`src/rtl/alu_pipe.sv`:
```
`default_nettype none
// ============================================================================
// Module   : alu_pipe
// Brief    : Registered ALU with valid/ready handshake, status flags and an
//            optional iterative shift-add multiplier (macro ALU_PIPE_MUL_EN).
// Revision : 1.0 - initial release
// ============================================================================
module alu_pipe #(
    parameter int WIDTH   = 64,
    parameter int SHAMT_W = $clog2(WIDTH)
) (
    input  logic             clk,
    input  logic             rst_n,
    input  logic             in_valid,
    output logic             in_ready,
    input  logic [2:0]       op,
    input  logic [WIDTH-1:0] a,
    input  logic [WIDTH-1:0] b,
    output logic             out_valid,
    input  logic             out_ready,
    output logic [WIDTH-1:0] result,
    output logic             flag_c,
    output logic             flag_v,
    output logic             flag_z,
    output logic             flag_n,
    output logic             busy
);

    localparam logic [2:0] c_OP_ADD = 3'b000;
    localparam logic [2:0] c_OP_SUB = 3'b001;
    localparam logic [2:0] c_OP_AND = 3'b010;
    localparam logic [2:0] c_OP_XOR = 3'b011;
    localparam logic [2:0] c_OP_OR  = 3'b100;
    localparam logic [2:0] c_OP_NOT = 3'b101;
    localparam logic [2:0] c_OP_SHL = 3'b110;
    localparam logic [2:0] c_OP_MUL = 3'b111;

    logic [WIDTH-1:0] r_result;
    logic             r_flag_c;
    logic             r_flag_v;
    logic             r_out_valid;
    logic             r_ready_en;

    logic             w_accept;
    logic             w_idle;
    logic             w_is_mul;
    logic             w_mul_done;
    logic [WIDTH-1:0] w_mul_lo;
    logic             w_mul_c;
    logic [WIDTH-1:0] w_res;
    logic             w_c;
    logic             w_v;
    logic [WIDTH:0]   w_add;
    logic [WIDTH:0]   w_sub;

    // r_ready_en keeps in_ready low while reset is held and until the first edge after release
    assign in_ready = r_ready_en && w_idle && (!r_out_valid || out_ready);
    assign w_accept = in_valid && in_ready;

    assign w_add = {1'b0, a} + {1'b0, b};
    assign w_sub = {1'b0, a} - {1'b0, b};

    always_comb begin
        w_res = '0;
        w_c   = 1'b0;
        w_v   = 1'b0;
        case (op)
            c_OP_ADD: begin
                w_res = w_add[WIDTH-1:0];
                w_c   = w_add[WIDTH];
                w_v   = (a[WIDTH-1] == b[WIDTH-1]) && (w_add[WIDTH-1] != a[WIDTH-1]);
            end
            c_OP_SUB: begin
                w_res = w_sub[WIDTH-1:0];
                w_c   = w_sub[WIDTH];
                w_v   = (a[WIDTH-1] != b[WIDTH-1]) && (w_sub[WIDTH-1] != a[WIDTH-1]);
            end
            c_OP_AND: w_res = a & b;
            c_OP_XOR: w_res = a ^ b;
            c_OP_OR:  w_res = a | b;
            c_OP_NOT: w_res = ~a;
            c_OP_SHL: w_res = a << b[SHAMT_W-1:0];
            // Reached only without the multiplier: flag the illegal op via carry
            default:  w_c   = 1'b1;
        endcase
    end

`ifdef ALU_PIPE_MUL_EN
    localparam logic [1:0]         c_ST_IDLE  = 2'd0;
    localparam logic [1:0]         c_ST_MUL   = 2'd1;
    localparam logic [1:0]         c_ST_DONE  = 2'd2;
    localparam logic [SHAMT_W-1:0] c_CNT_LAST = SHAMT_W'(WIDTH - 1);

    logic [1:0]         r_state;
    logic [1:0]         w_state_nxt;
    logic [WIDTH-1:0]   r_mcand;
    logic [2*WIDTH-1:0] r_acc;
    logic [SHAMT_W-1:0] r_cnt;
    logic               r_busy;
    logic [WIDTH:0]     w_mul_sum;

    always_comb begin
        w_state_nxt = r_state;
        case (r_state)
            c_ST_IDLE: if (w_accept && w_is_mul) w_state_nxt = c_ST_MUL;
            c_ST_MUL:  if (r_cnt == c_CNT_LAST) w_state_nxt = c_ST_DONE;
            c_ST_DONE: w_state_nxt = c_ST_IDLE;
            default:   w_state_nxt = c_ST_IDLE;
        endcase
    end

    always_ff @(posedge clk or negedge rst_n) begin
        if (!rst_n) r_state <= c_ST_IDLE;
        else        r_state <= w_state_nxt;
    end

    // Accumulator holds {partial product, unconsumed multiplier bits}; shifts right each step
    assign w_mul_sum = {1'b0, r_acc[2*WIDTH-1:WIDTH]} + (r_acc[0] ? {1'b0, r_mcand} : '0);

    always_ff @(posedge clk or negedge rst_n) begin
        if (!rst_n) begin
            r_mcand <= '0;
            r_acc   <= '0;
            r_cnt   <= '0;
            r_busy  <= 1'b0;
        end else if (r_state == c_ST_IDLE && w_accept && w_is_mul) begin
            r_mcand <= a;
            r_acc   <= {{WIDTH{1'b0}}, b};
            r_cnt   <= '0;
            r_busy  <= 1'b1;
        end else if (r_state == c_ST_MUL) begin
            r_acc   <= {w_mul_sum, r_acc[WIDTH-1:1]};
            r_cnt   <= r_cnt + 1'b1;
        end else if (r_state == c_ST_DONE) begin
            r_busy  <= 1'b0;
        end
    end

    assign w_idle     = (r_state == c_ST_IDLE);
    assign w_is_mul   = (op == c_OP_MUL);
    assign w_mul_done = (r_state == c_ST_DONE);
    assign w_mul_lo   = r_acc[WIDTH-1:0];
    assign w_mul_c    = |r_acc[2*WIDTH-1:WIDTH];
    assign busy       = r_busy;
`else
    assign w_idle     = 1'b1;
    assign w_is_mul   = 1'b0;
    assign w_mul_done = 1'b0;
    assign w_mul_lo   = '0;
    assign w_mul_c    = 1'b0;
    assign busy       = 1'b0;
`endif

    always_ff @(posedge clk or negedge rst_n) begin
        if (!rst_n) begin
            r_ready_en  <= 1'b0;
            r_result    <= '0;
            r_flag_c    <= 1'b0;
            r_flag_v    <= 1'b0;
            r_out_valid <= 1'b0;
        end else begin
            r_ready_en <= 1'b1;
            if (w_accept && !w_is_mul) begin
                r_result    <= w_res;
                r_flag_c    <= w_c;
                r_flag_v    <= w_v;
                r_out_valid <= 1'b1;
            end else if (w_mul_done) begin
                r_result    <= w_mul_lo;
                r_flag_c    <= w_mul_c;
                r_flag_v    <= 1'b0;
                r_out_valid <= 1'b1;
            end else if (r_out_valid && out_ready) begin
                r_out_valid <= 1'b0;
            end
        end
    end

    assign out_valid = r_out_valid;
    assign result    = r_result;
    assign flag_c    = r_flag_c;
    assign flag_v    = r_flag_v;
    // Z and N derive from the held result, so they stay stable under back-pressure too
    assign flag_z    = r_ready_en && (r_result == '0);
    assign flag_n    = r_result[WIDTH-1];

endmodule
`default_nettype wire

```
`config.mk`:
```
export PLATFORM = sky130hd
export DESIGN_NAME = alu_pipe
export DESIGN_NICKNAME = d
export VERILOG_FILES = /design/src/rtl/alu_pipe.sv
export SDC_FILE = /design/constraint.sdc
export NUM_CORES = 1
export LEC_CHECK = 0
export BUFFER_PORTS_ARGS = -buffer_cell sky130_fd_sc_hd__buf_2
export CAP_MARGIN = 20
export CORE_UTILIZATION = 55
export DETAILED_ROUTE_END_ITERATION = 10
export PLACE_DENSITY = 0.87
export SLEW_MARGIN = 40
export SYNTH_ARGS = -nofsm -noshare
export SYNTH_HDL_FRONTEND = slang
export SYNTH_SLANG_ARGS = --single-unit
```
`constraint.sdc`:
```
create_clock -name clk -period 2.25 [get_ports clk]
set_clock_uncertainty 0.1 [all_clocks]
set_input_delay 0.225 -clock clk [delete_from_list [all_inputs] [get_ports clk]]
set_output_delay 0.225 -clock clk [all_outputs]
set_load 0.005 [all_outputs]
```
==> results of run 1 <==
## through the flow
step	instances	utilization [%]	instance area [sq um]	hold WS, ns
2_1_floorplan	2492	-	18300	-0.171
3_3_place_gp	3852	82.3	26100	0.110
3_5_place_dp	3852	82.3	26100	0.114
4_1_cts	3949	92.8	29400	0.0950
## repair_timing
action                                  CTS
buffers inserted                         84
endpoints found under the setup margin   64
gates cloned                              4
pin swaps                               176
hold endpoints to repair                 33
gates resized for setup                 502
hold buffers                              1
## kinds of logic after synthesis
kind of cell,count (synthesis),share of synthesized area (%)
other,2,0.0421
xor gates and xnor gates,52,2.55
and+or+nand+nor,735,18.4
buffers and inverters,383,8.27
adders and majority gates,212,14.9
DFF,68,9.54
AOI/OAI and AO/OA,878,31.9
muxes,162,14.3
## routing by layer
layer / overflow / GRT usage, %
met1: 281 / 96.8
met2: 2718 / 140
met4: 662 / 118
met3: 352 / 93.8
met5: 56 / 88.1
==> out/metrics.csv, run 1 <==
stage,metric,value,unit
synthesis,ys_top_cells_by_area,"ha_1, dfrtp_1, mux4_2, a21oi_1, nand2_1",
status,stop_error,[ERROR GRT-0116] Global routing finished with congestion. Check the congestion regions in the DRC Viewer.,
synthesis,synth_edf_count,0,
place,gp_congestion,1.35,
synthesis,synth_seq_cells,68,
die,initial_core_util,56.3,%
synthesis,syn_area_per_cell,7.16,sq um
cts,cts_made_buffers,9,
die,die_h,182,um
synthesis,synth_cell_types,80,
status,failed_stage,global routing,
synthesis,yosys_warnings,0,
cts,cts-htree-levels,3,
synthesis,syn_inst,2492,
cts,clockBufferDepth,2,
place,hpwl,88.7,mm
synthesis,synth.most_common_cell,a21oi_1,
synthesis,async_flop_share,100,%
status,status,stopped before the end,
synthesis,ys_seq_area_share,9.54,%
die,rows,65,
synthesis,yosys.area.top_type_share,14.7,%
die,die_w,182,um
cts,cts_sinks,68,
place,dp_slack,-1.52,ns
synthesis,ys.flop_type,dfrtp_1,
synthesis,syn-cell-area,17800,sq um
place,io_buffers,204,
global_routing,grt_pass1_wl,271,mm
die,ios,206,
global_routing,grt-ovfl-total,4069,
global_routing,track_usage,111,%
synthesis,syn_nets,2839,
global_routing,grt_pass1_vias,39300,
synthesis,ys_top_cells_by_count,"a21oi_1, nand2_1, nor2_1, ha_1, inv_1",
cts,clockRootBuffer,clkbuf_16,
global_routing,grt_max_degree,59,
synthesis,post-synth-top-area-cell,ha_1,
==> run 2, diff against run 1 <==
- CORE_UTILIZATION: 55 -> 40
- PLACE_DENSITY: 0.87 -> unset
- PLACE_DENSITY_LB_ADDON: unset -> 0.15
- clock period: 2.25 -> 2.93 ns (I/O delays scaled with it)
==> run 2 against run 1 <==
The flow now finishes, with violations (setup timing). Area after synthesis unchanged. Synthesized cell count is the same.
==> out/metrics.csv, run 2 <==
stage,metric,value,unit
die,ios,206,
finish,syn2layout_area_growth,59.1,%
finish,fillers,4039,
finish,fin_nets,3803,
global_routing,grt-ovfl-total,0,
synthesis,yosys_warnings,0,
sta,fin_ws,-0.383,ns
power_and_ir_drop,seqPwrFrac,15.1,%
status,status,finished with violations,
cts,cts-htree-levels,3,
global_routing,track_usage,46.0,%
cts,cts_tree,built,
drt,wire_per_inst,26.4,um
cts,cts_made_buffers,9,
sta,rsz0062_at_grt,true,
synthesis,ys_top_cells_by_count,"a21oi_1, nand2_1, nor2_1, ha_1, inv_1",
synthesis,ys_top_cells_by_area,"ha_1, dfrtp_1, mux4_2, a21oi_1, nand2_1",
cts,path_clk_slew,0.06,ns
setup_path,arrival,3.50,ns
drt,drt_iter0_drc,3262,
power_and_ir_drop,cell_internal_pwr,4820,uW
sta,max_freq,302,MHz
power_and_ir_drop,pwr-share-comb,70.5,%
sta,slew_headroom,44.1,%
power_and_ir_drop,netSwitchingPower,4300,uW
power_and_ir_drop,clkPwrFrac,14.4,%
power_and_ir_drop,peakVddDrop,0.000320,V
synthesis,ys.flop_type,dfrtp_1,
setup_path,startpoint_type,primary input,
drt,dr.pass1.iters,9,
die,die_area,45500,sq um
finish,stdcell_area,28400,sq um
drt,vias,25500,
die,die_w,213,um
cts,cts_sinks,68,
cts,clockBufferDepth,2,
place,hpwl,85.6,mm
drt,avgViaCountPerCell,6.27,
die,coreArea,44100,sq um
drt,drc_errors,0,
synthesis,synth_edf_count,0,
synthesis,post-synth-top-area-cell,ha_1,
die,rows,77,
finish,mostFrequentLayoutCell,buf_4,
sta,worst_slew_pin_slew,0.831,ns
setup_path,endpoint_kind,flip-flop,
power_and_ir_drop,power_density,321,nW/um^2
setup_path,cp_max_fo,3,
sta,setup_viol,38,
run,drv_cap,0,
drt,wl_met3,12.9,mm
synthesis,syn_inst,2492,
global_routing,grt_pass1_vias,24200,
drt,drt-met1-wl,42.5,mm
place,place_area,26000,sq um
sta,min_period,3.31,ns
cts,insertion_delay,0.36,ns
finish,final_cell_mix,"buf_4, nand2_1, nor2_1",
place,io_buffers,204,
synthesis,syn_nets,2839,
setup_path,path_class,primary input to flip-flop,
sta,final-hold-violation-count,0,
finish,largest_reg_flops,64,
synthesis,syn_area_per_cell,7.16,sq um
status,violations,setup timing,
die,die_h,213,um
power_and_ir_drop,finalPower,9120,uW
drt,met2_length,45.4,mm
synthesis,syn-cell-area,17800,sq um
synthesis,async_flop_share,100,%
sta,timing.final.crit_share,113,%
synthesis,synth_cell_types,80,
sta,maxSlewViolCount,0,
global_routing,grt_max_degree,69,
power_and_ir_drop,sw_frac_of_total,47.2,%
cts,clockRootBuffer,clkbuf_16,
global_routing,antenna_found_initial,6,
min_path,min_path_type,primary input to flip-flop,
drt,antenna_left,0,
synthesis,synth.most_common_cell,a21oi_1,
setup_path,worst_ep_required_time,3.12,ns
die,initial_core_util,40.4,%
finish,drive_above_1_share,43.1,%
synthesis,ys_seq_area_share,9.54,%
global_routing,grt_pass1_wl,154,mm
power_and_ir_drop,p_leak,0.0136,uW
synthesis,synth_seq_cells,68,
drt,top_layer_used,met5,
drt,wl,107,mm
place,gp_congestion,1.07,
synthesis,yosys.area.top_type_share,14.7,%
==> run 2: metrics by stage <==
stage	util [%]	hold slack [ns]	TNS (ns)	worst slack (ns)	instances
6_report	64.3	0.120	-5.84	-0.383	4057
3_3_place_gp	58.8	0.387	-37.24	-1.11	3998
3_5_place_dp	58.8	0.270	-39.60	-1.16	3998
2_1_floorplan	-	-0.103	-9.23	-0.508	2492
4_1_cts	62.8	0.122	-5.95	-0.463	4044
5_1_grt	64.3	0.154	-8.90	-0.388	4053
==> run 2: cell type report <==
type | instances | area (sq um) | area share, %
clock buffer | 9 | 225 | 0.794
clock inverter | 7 | 100 | 0.353
tap | 592 | 741 | 2.61
timing repair buffer | 1129 | 8390 | 29.5
inverter | 207 | 812 | 2.86
antenna | 4 | 10.0 | 0.0353
sequential | 68 | 1700 | 6.00
multi-input combinational | 2041 | 16400 | 57.8
==> run 2: what timing repair did <==
item                                    4_1_cts  5_1_grt
setup buffers                                33       18
endpoints found under the hold margin        68        0
hold buffers                                  1        0
pin swaps                                    89       92
gates resized for setup                     232      127
cloned                                        3        1
endpoints found under the setup margin       51       55
==> run 2: worst max-delay path, cell delays in order <==
cell and delay, ns:
buf_8 0.09, buf_6 0.11, ha_4 0.13, inv_2 0.04
fa_2 0.33, nand2b_4 0.16, a21oi_4 0.21, o21ai_2 0.10
o211a_4 0.16, o41a_1 0.42, o31a_1 0.39, o211ai_2 0.24
a41oi_2 0.19, or2_1 0.28, o221a_1 0.22, o21ai_1 0.12
==> run 2: kinds of logic (layout without fill, tap and decap cells) <==
logic type,count (synthesis),count (layout),share of synthesized area (%)
multiplexers,162,162,14.3
other,2,6,0.0421
buffers and inverters,383,1352,8.27
XOR/XNOR,52,52,2.55
AO/OA/AOI/OAI,878,878,31.9
AND/OR/NAND/NOR,735,735,18.4
flip-flops,68,68,9.54
adder cells (fa/ha/maj),212,212,14.9
==> run 2: final timing paths <==
check | cells past startpoint | startpoint | to | slack, ns
max reg2reg | 9 | out_valid$_DFFE_PN0P_ | result[59]$_DFFE_PN0P_ | 0.50
max | 16 | a[0] | result[60]$_DFFE_PN0P_ | -0.38
min in group asynchronous | 2 | rst_n | result[10]$_DFFE_PN0P_ | 0.42
min reg2reg | 2 | out_valid$_DFFE_PN0P_ | out_valid$_DFFE_PN0P_ | 0.41
min | 3 | out_ready | out_valid$_DFFE_PN0P_ | 0.12
max in group asynchronous | 2 | rst_n | result[35]$_DFFE_PN0P_ | 1.75
==> run 2: layer usage <==
metal / vias up / GRT usage, %
met1: 12200 / 60.4
met3: 369 / 12.3
met2: 1740 / 68.4
met5: - / 0
li1: 11200 / -
met4: 6 / 24.7
==> run 2: power groups by stage <==
| stage | Sequential (uW) | Clock, uW | Combinational [uW] |
|---|---|---|---|
| after floorplan | 1280 | 0 | 2590 |
| after global placement | 1350 | 0 | 5580 |
| after detailed placement | 1360 | 0 | 5630 |
| after CTS | 1350 | 1310 | 6020 |
| after global routing | 1370 | 1330 | 6750 |
| final | 1380 | 1320 | 6430 |
(Power assumes the default switching activity.)
==> run 3, diff against run 2 <==
- MAX_ROUTING_LAYER: unset -> met4
==> run 3 against run 2 <==
The flow still finishes with violations (setup timing). Combinational power increased by 0.6%. Non-clock buffer count rose by 15. Register-to-register slack got worse by 0.33 ns. Sequential share of layout area is 0.075 points lower. First-iteration DRC count grew 14%. Utilization grew 0.82 points. Count of clock-buffer cells in the layout is 1 higher. Global-route usage is 1.6 points higher. Largest cell class unchanged.
==> out/metrics.csv, run 3 (synthesis results as in run 2) <==
stage,metric,value,unit
global_routing,grt_pass1_wl,155,mm
setup_path,arrival,3.50,ns
global_routing,grt_pass1_vias,24200,
drt,avgViaCountPerCell,6.34,
cts,insertion_delay,0.35,ns
place,io_buffers,204,
finish,fillers,3984,
cts,clockBufferDepth,2,
setup_path,critical_path.max_stage_delay,0.43,ns
finish,mostFrequentLayoutCell,buf_4,
power_and_ir_drop,power_density,322,nW/um^2
sta,setup_viol,41,
setup_path,startpoint_type,primary input,
setup_path,crit_family,compound AO/OA/AOI/OAI gates,
finish,syn2layout_area_growth,61.1,%
status,status,finished with violations,
sta,min_period,3.36,ns
finish,stdcell_area,28700,sq um
drt,vias,25800,
drt,drt_iter0_drc,3721,
place,gp_congestion,1.14,
sta,worst_slew_pin_slew,0.944,ns
global_routing,track_usage,47.6,%
sta,timing.final.crit_share,115,%
drt,antenna_left,0,
setup_path,cp_max_fo,2,
setup_path,crit_slowest_cell,o41a_1,
cts,clockRootBuffer,clkbuf_16,
finish,largest_reg_flops,64,
sta,slew_headroom,36.5,%
drt,wire_per_inst,26.7,um
min_path,min_path_type,primary input to flip-flop,
finish,layout.cells.non_filler,4071,
place,dp_cells,3992,
cts,cts-htree-levels,3,
status,violations,setup timing,
drt,drc_errors,0,
sta,final-hold-violation-count,0,
die,die_h,213,um
die,die_w,213,um
sta,fin_ws,-0.426,ns
setup_path,path_class,primary input to flip-flop,
cts,cts_made_buffers,9,
sta,max_freq,298,MHz
setup_path,crit_buf_inv,3,
die,die_area,45500,sq um
cts,cts_tree,built,
global_routing,antenna_found_initial,4,
die,initial_core_util,40.4,%
sta,maxSlewViolCount,0,
die,rows,77,
cts,path_clk_slew,0.07,ns
drt,wl,109,mm
finish,drive_above_1_share,43.8,%
sta,tns,-7.78,ns
sta,rsz0062_at_grt,true,
die,ios,206,
drt,dr.pass1.iters,6,
setup_path,endpoint_kind,flip-flop,
finish,utilization,65.1,%
place,place_area,25900,sq um
sta,hold_slack,0.120,ns
power_and_ir_drop,p_leak,0.0137,uW
finish,final_cell_mix,"buf_4, nand2_1, nor2_1",
run,drv_cap,0,
place,hpwl,85.6,mm
cts,cts_sinks,68,
global_routing,grt_max_degree,69,
setup_path,critical_path.cell_chain,"buf_12, buf_6, ha_4, inv_2, fa_2, nand2b_4, a21oi_4, o21ai_2, o211a_4, o41a_1, o31a_1, o211ai_2, a41oi_2, or2_1, a221oi_2, o21ai_1",
die,coreArea,44100,sq um
setup_path,worst_ep_required_time,3.07,ns
power_and_ir_drop,peakVddDrop,0.000359,V
global_routing,grt-ovfl-total,0,
finish,fin_nets,3818,
[run 3: cell types whose count changed in the layout (fill, tap and decap cells not counted), sizes merged]
| cell | before | now |
|---|---|---|
| bufinv | 2 | 3 |
| bufbuf | 1 | 0 |
| clkinv | 7 | 4 |
| clkinvlp | 0 | 1 |
| diode | 4 | 3 |
| clkbuf | 10 | 11 |
| buf | 1126 | 1142 |
[run 3: final timing paths]
check | from | endpoint | slack, ns | cells past startpoint
worst max-delay path | b[0] | result[60]$_DFFE_PN0P_ | -0.43 | 16
worst min-delay path | out_ready | out_valid$_DFFE_PN0P_ | 0.12 | 3
worst max register to register | out_valid$_DFFE_PN0P_ | result[63]$_DFFE_PN0P_ | 0.17 | 8
worst min register to register | out_valid$_DFFE_PN0P_ | out_valid$_DFFE_PN0P_ | 0.41 | 2
max in group asynchronous | rst_n | result[26]$_DFFE_PN0P_ | 1.75 | 2
min in group asynchronous | rst_n | result[2]$_DFFE_PN0P_ | 0.41 | 2
[run 3: worst register-to-register path: stages, from the launching register on]
cell,delay (ns)
dfrtp_1,0.37
nand2b_1,0.10
and3_1,0.35
and2_2,0.59
nand2_1,0.36
buf_4,0.30
nor3_1,0.27
o21ai_0,0.13
nand4_1,0.12
[run 3: final cells by class]
| type | count | area (sq um) | share of cell area [%] |
|---|---|---|---|
| multi-input cells | 2041 | 16500 | 57.6 |
| repair buffers | 1144 | 8580 | 29.8 |
| flip-flops and latches | 68 | 1700 | 5.92 |
| inverters | 207 | 815 | 2.83 |
| well taps | 592 | 741 | 2.58 |
| clock buffers | 10 | 239 | 0.831 |
| clock inverters | 6 | 111 | 0.387 |
| diodes | 3 | 7.51 | 0.0261 |
[run 3: layer usage]
metal | part of all wire, % | track usage [%] | up-vias
met5 | 0 | - | -
met4 | 6.3 | 24.3 | 0
met3 | 12 | 11.8 | 429
met2 | 42 | 68.8 | 1879
met1 | 39 | 61.2 | 12300
li1 | - | - | 11200
[run 3: stage by stage]
step,worst slack (ns),power [uW]
global route,-0.431,9590
detailed placement,-1.04,6940
CTS,-0.517,8650
floorplan,-0.508,3870
global placement,-1.02,6880
finish,-0.426,9260
[run 3: timing repair]
item | in CTS | in global routing
buffers inserted | 33 | 40
endpoints found under the hold margin | 68 | 0
cloned | 2 | 1
hold buffers | 1 | 0
pin swaps | 94 | 135
gates resized for setup | 185 | 225
setup endpoints to repair | 53 | 54
[run 3: report_power, final]
group / switching, uW / internal [uW] / leakage (uW)
Combinational: 3510 / 2960 / 0.0126
Sequential: 267 / 1120 / 0.000870
Clock: 551 / 858 / 0.000169
Total: 4330 / 4930 / 0.0137
